$ cat src/rtl/demux1_4_frame.sv
// demux1_4_frame
//   Registered 1:4 demultiplexer and frame assembler. Each accepted lane
//   value I is written into one of four lane registers. The lane comes from
//   the select S, or from an internal round-robin counter when auto_en=1.
//   Once all four lanes are filled, the assembled word is presented on D
//   with a valid/ready handshake.
// Ports
//   clk          rising-edge clock
//   rst          synchronous reset, active-high
//   I            lane data in (WIDTH bits)
//   S            lane select, used when auto_en=0
//   in_valid     I/S valid this cycle
//   in_ready     block can accept I this cycle (combinational)
//   auto_en      1: lane = internal counter, 0: lane = S
//   D            assembled lanes; lane k at D[k*WIDTH +: WIDTH]
//   lane_wr      one-hot pulse marking the lane written in the previous cycle
//   frame_valid  all four lanes filled; D is stable
//   frame_ready  consumer accepts the frame
module demux1_4_frame #(
    parameter int unsigned WIDTH = 1
) (
    input  logic               clk,
    input  logic               rst,
    input  logic [WIDTH-1:0]   I,
    input  logic [1:0]         S,
    input  logic               in_valid,
    output logic               in_ready,
    input  logic               auto_en,
    output logic [4*WIDTH-1:0] D,
    output logic [3:0]         lane_wr,
    output logic               frame_valid,
    input  logic               frame_ready
);

    typedef enum logic {
        FILL = 1'b0,
        FULL = 1'b1
    } state_e;

    state_e             state_q, state_d;
    logic [4*WIDTH-1:0] data_q, data_d;
    logic [3:0]         lane_wr_q, lane_wr_d;
    logic [3:0]         filled_q, filled_d;
    logic [1:0]         cnt_q, cnt_d;

    logic       wr;
    logic       pop;
    logic [1:0] lane;
    logic [3:0] lane_oh;

    assign frame_valid = (state_q == FULL);
    assign in_ready    = !frame_valid || frame_ready;
    assign wr          = in_valid && in_ready;
    assign pop         = frame_valid && frame_ready;
    assign lane        = auto_en ? cnt_q : S;
    assign lane_oh     = 4'b0001 << lane;

    assign D       = data_q;
    assign lane_wr = lane_wr_q;

    always_comb begin
        data_d    = data_q;
        lane_wr_d = '0;
        filled_d  = filled_q;
        cnt_d     = cnt_q;
        state_d   = state_q;

        // A pop clears the fill tracking first so that a write in the same
        // cycle starts the next frame (filled one-hot, cnt 0 -> 1).
        if (pop) begin
            filled_d = '0;
            cnt_d    = '0;
        end

        if (wr) begin
            data_d[int'(lane)*WIDTH +: WIDTH] = I;
            lane_wr_d = lane_oh;
            filled_d  = filled_d | lane_oh;
            if (auto_en) begin
                cnt_d = cnt_d + 2'd1;
            end
        end

        // frame_valid rises in the same cycle D shows the last lane.
        state_d = (filled_d == 4'b1111) ? FULL : FILL;
    end

    always_ff @(posedge clk) begin
        if (rst) begin
            state_q   <= FILL;
            data_q    <= '0;
            lane_wr_q <= '0;
            filled_q  <= '0;
            cnt_q     <= '0;
        end else begin
            state_q   <= state_d;
            data_q    <= data_d;
            lane_wr_q <= lane_wr_d;
            filled_q  <= filled_d;
            cnt_q     <= cnt_d;
        end
    end

endmodule

$ cat config.mk
export PLATFORM = sky130hd
export DESIGN_NAME = demux1_4_frame
export DESIGN_NICKNAME = d
export VERILOG_FILES = /design/src/rtl/demux1_4_frame.sv
export SDC_FILE = /design/constraint.sdc
export NUM_CORES = 1
export LEC_CHECK = 0
export BUFFER_PORTS_ARGS = -buffer_cell sky130_fd_sc_hd__buf_2
export CAP_MARGIN = 30
export CORE_ASPECT_RATIO = 0.9
export CORE_MARGIN = 2
export CORE_UTILIZATION = 35
export DETAILED_ROUTE_END_ITERATION = 10
export SLEW_MARGIN = 30
export SYNTH_ARGS = -nofsm -noshare
export SYNTH_HDL_FRONTEND = slang
export SYNTH_SLANG_ARGS = --single-unit
$ cat constraint.sdc
create_clock -name clk -period 4.7 [get_ports clk]
set_input_delay 0.235 -clock clk [delete_from_list [all_inputs] [get_ports clk]]
set_output_delay 0.235 -clock clk [all_outputs]
set_load 0.01 [all_outputs]
# Word-level counts from Yosys, hierarchy flattened
# Cells that the tools add are included.
# totals
regBits	15
inputBits	8
word_cells	26
# op_classes
addsub	2
n_eq_ne	1
shifts	3
muxes	8
bitwise	2
n_reduce_logical	5
# op_table
operator	count
$neg A2 Y34	1
$shift A1 B34 Y4 const A	1
$shiftx A1 B34 Y4	1
$mux W2	4
$mux W4	2
$bwmux W4	1
$eq A4 B4 Y1 const B	1
$or A4 B4 Y4	1
$shl A1 B2 Y4 const A	1
$add A2 B1 Y2 const B	1
$logic_and A1 B1 Y1	2
$reduce_or A2 Y1	1
$logic_not A1 Y1	1
$logic_or A1 B1 Y1	1
$mux W1	1
$not A1 Y1	1

# Logic depth before layout (Yosys ltp)
# depth
depth_word	6
mapped_depth	6
ltp_nobuf	6

# Worst setup path after synthesis
# No wires, ideal clock.
# synth_path
path_type	flip-flop to flip-flop
from	register cnt_q[0]
to	register state_q (netlist: frame_valid)
setup_ps	116
arrival_ps	1513
t_required_ps	4584
path_slack_ps	3071
stages_incl_launch_ff	7
path_buffers	0
path_cell_list	dfxtp_1 mux2i_1 inv_1 ha_1 a21oi_1 a311oi_2 and4_1
# synth_via
elab_chain_cells	6
# synth_lines
item	line_no	source
start, declared	44	logic [1:0] cnt_q, cnt_d;
start signal, assigned	100	cnt_q <= cnt_d;
$mux W2	55	assign lane = auto_en ? cnt_q : S;
$shl A1 B2 Y4	56	assign lane_oh = 4'b0001 << lane;
named net lane_oh[3]	49	logic [3:0] lane_oh;
$or A4 B4 Y4	78	filled_d = filled_d | lane_oh;
$mux W4	75	if (wr) begin
$eq A4 B4 Y1	85	state_d = (filled_d == 4'b1111) ? FULL : FILL;
$mux W1	85	
end signal, assigned	96	state_q <= state_d;
end, declared	40	state_e state_q, state_d;
# The timed path passes the listed nets, and every way through them passes these cells.
# A chain may end at the register's enable or synchronous reset.

# Worst setup path after layout
# Same ends and word-level chain as after synthesis.

==> impl_metrics.yaml <==
outcome:
  status: "finished clean"
logic_synthesis:
  ys_seq_area_share_pct: 38.6
  ys_seq_elements: 15
  syn_inst: 82
  yosysUniqueCellTypes: 26
  syn-cell-area_um2: 777
  synthFlopType: "dfxtp_1"
  yosysWarnings: 0
  synth_edf_count: 0
  synth.avg_cell_area_um2: 9.48
  synth_async_sr_flop_share_pct: 0
  synth_fp_nets: 98
die:
  fp-row-count: 16
  core_mm2: 0.00214
  die_h_um: 48.7
  die_w_um: 53.7
  initial_core_util_pct: 36.3
  dieArea_mm2: 0.00261
  io_pins: 18
grt:
  grt_max_degree: 15
  grt_overflow: 0
  grt_pass1_wl_mm: 2.33
  grt.total_usage_pct: 12.0
  antenna_found_initial: 0
  grt_pass1_vias: 540
placed_design:
  pre_cts_ws_ns: 2.72
  gp_congestion: 0.766
  io_buffers: 17
  dp.cells: 122
  dp_hpwl_mm: 1.07
sta:
  fin_crit_sh_pct: 40.2
  relSlewSlack_pct: 56.1
  setup_tns_ns: 0
  setup_viol: 0
  period_minus_slack_ns: 1.89
  setup_ws_ns: 2.81
  worst_pin_slew_ns: 0.641
  finalHoldViolCount: 0
  fmax_ghz: 0.530
  grt_setup_unrepaired: "no"
  drv_slew: 0
  skew_ns: 0.00553
  hold-worst-slack_ns: 0.253
critical_path:
  ff2ff_setup_slack_ns: 2.81
  cp-start-kind: "flip-flop"
  r2r-end: "frame_valid$_SDFF_PP0_"
  rr_worst_depth: 6
  crit_path_end_kind: "flip-flop"
  required_ns: 4.88
  arrival_ns: 2.07
  crit_fanout: 9
  critPathKind: "reg2reg"
  reg2reg_from: "cnt_q[0]$_SDFF_PP0_"
worst_hold_path:
  min-delay-path-class: "in2reg"
  hp-start: "frame_ready"
  min_to: "cnt_q[1]$_SDFF_PP0_"
  whs_path_depth: 2
clocking:
  clkLatencyLatePin_ns: 0.28
  post_cts_buffers: 0
  cts_buffer_depth: 2
  clk_pin_slew_worst_paths_ns: 0.09
  cts_tree: "built"
  numCtsBuffers: 3
  cts_sinks: 15
  ctsHoldBuffers: 0
  ctsResizeCount: 0
  root_buffer: "clkbuf_4"
  htreeDepth: 1
final_layout:
  fin_cells: 126
  areaGrowthSynthToFinish_pct: 15.1
  nNetsFinal: 116
  layout-drive-gt1-share_pct: 21.2
  antennaDiodeCount: 0
route:
  wirelength_mm: 1.42
  first_pass_iters: 4
  wire_per_inst_um: 11.3
  drcViolationCount: 0
  vias_per_cell: 4.87
  ant_nets: 0
  vias: 613
  dr.first_iter.drc_count: 11
power_and_ir_drop:
  p_per_area_mw_per_mm2: 274
  power.total_mw: 0.246
  p_leak_nw: 0.432
  peakVddDrop_v: 0.000118
job:
  maxCapViolations: 0
[per-layer routing]
layer	vias to the layer above	routed length [µm]	GRT usage (%)
li1	320	-	-
met1	276	742	16.6
met2	15	610	17.5
met3	2	50	2.78
met4	0	19	5.13
met5	-	0	0
[placed cells by master (no fill, tap or decap)]
| master | netlist | final |
|---|---|---|
| nand2_1 | 3 | 3 |
| and4_1 | 2 | 2 |
| xor2_1 | 1 | 1 |
| mux2i_1 | 6 | 6 |
| xnor2_1 | 1 | 1 |
| a21oi_1 | 3 | 3 |
| a22oi_1 | 1 | 1 |
| nor4bb_1 | 1 | 1 |
| nand2b_1 | 4 | 4 |
| and2_1 | 4 | 4 |
| buf_2 | 1 | 17 |
| nor3_1 | 1 | 1 |
| nor2_1 | 9 | 9 |
| and4b_1 | 2 | 2 |
| a311oi_2 | 1 | 1 |
| nand3_1 | 8 | 8 |
| a211oi_1 | 1 | 1 |
| inv_1 | 2 | 2 |
| dfxtp_1 | 15 | 15 |
| nand4_1 | 1 | 1 |
| clkbuf_1 | 1 | 1 |
| nor2b_1 | 2 | 2 |
| a31oi_1 | 2 | 2 |
| ha_1 | 8 | 8 |
| clkbuf_4 | 0 | 3 |
[where the power goes]
| group | internal [mW] | switching (mW) | total, mW |
|---|---|---|---|
| logic | 0.0168 | 0.0224 | 0.0392 |
| clock network | 0.0329 | 0.0396 | 0.0725 |
| registers | 0.132 | 0.00216 | 0.134 |
| total | 0.181 | 0.0641 | 0.246 |
[how the worst max path moves through the flow]
stage | startpoint | end | slack (ns) | cells after the start
global placement | auto_en | frame_valid$_SDFF_PP0_ | 2.81 | 7
detailed placement | auto_en | frame_valid$_SDFF_PP0_ | 2.72 | 7
finish | cnt_q[0]$_SDFF_PP0_ | frame_valid$_SDFF_PP0_ | 2.81 | 6
global route | cnt_q[0]$_SDFF_PP0_ | frame_valid$_SDFF_PP0_ | 2.60 | 6
CTS | cnt_q[0]$_SDFF_PP0_ | frame_valid$_SDFF_PP0_ | 2.82 | 6
floorplan | cnt_q[0]$_SDFF_PP0_ | frame_valid$_SDFF_PP0_ | 3.07 | 6
[logic make-up (layout without fill, tap and decap cells)]
group,Yosys count,in the layout,synth area share [%]
xor+xnor,2,2,2.25
simple gates,37,37,26.6
compound gates,8,8,7.41
mux,6,6,7.73
buf+inv,6,23,4.51
flops,15,15,38.6
fa+ha+maj,8,8,12.9
[worst max-delay path, cell delays in order (launching register included)]
cell	delay, ns
dfxtp_1	0.34
mux2i_1	0.52
inv_1	0.20
ha_1	0.27
a21oi_1	0.18
a311oi_2	0.07
and4_1	0.20
[synthesized netlist by cell type, types with 2 or more instances]
library cell  count  area share (%)
dfxtp_1          15              39
and4b_1           2             2.6
inv_1             2            0.97
nor2b_1           2             1.6
nor2_1            9             4.3
and4_1            2             2.3
mux2i_1           6             7.7
a31oi_1           2             1.6
nand2b_1          4             3.2
ha_1              8              13
and2_1            4             3.2
nand3_1           8             5.2
a21oi_1           3             1.9
nand2_1           3             1.4
[registers in the layout (all words and copies together), names as in the netlist]
signal / cells
filled_q: 4
D: 4
lane_wr: 4
cnt_q: 2
frame_valid: 1
[layout make-up]
class / instances / area [µm²]
tap: 27 / 33.8
sequential: 15 / 300
multi-input combinational: 61 / 442
timing repair buffer: 17 / 85.1
clock buffer: 4 / 26.3
fill: 224 / 1250
inverter: 2 / 7.51
[stage by stage]
step	area, µm²	util (%)
3_5_place_dp	868	40.5
3_3_place_gp	868	40.5
6_report	895	41.8
2_1_floorplan	777	-
4_1_cts	895	41.8
5_1_grt	895	41.8
No activity file was read; power rests on OpenSTA's default activity.
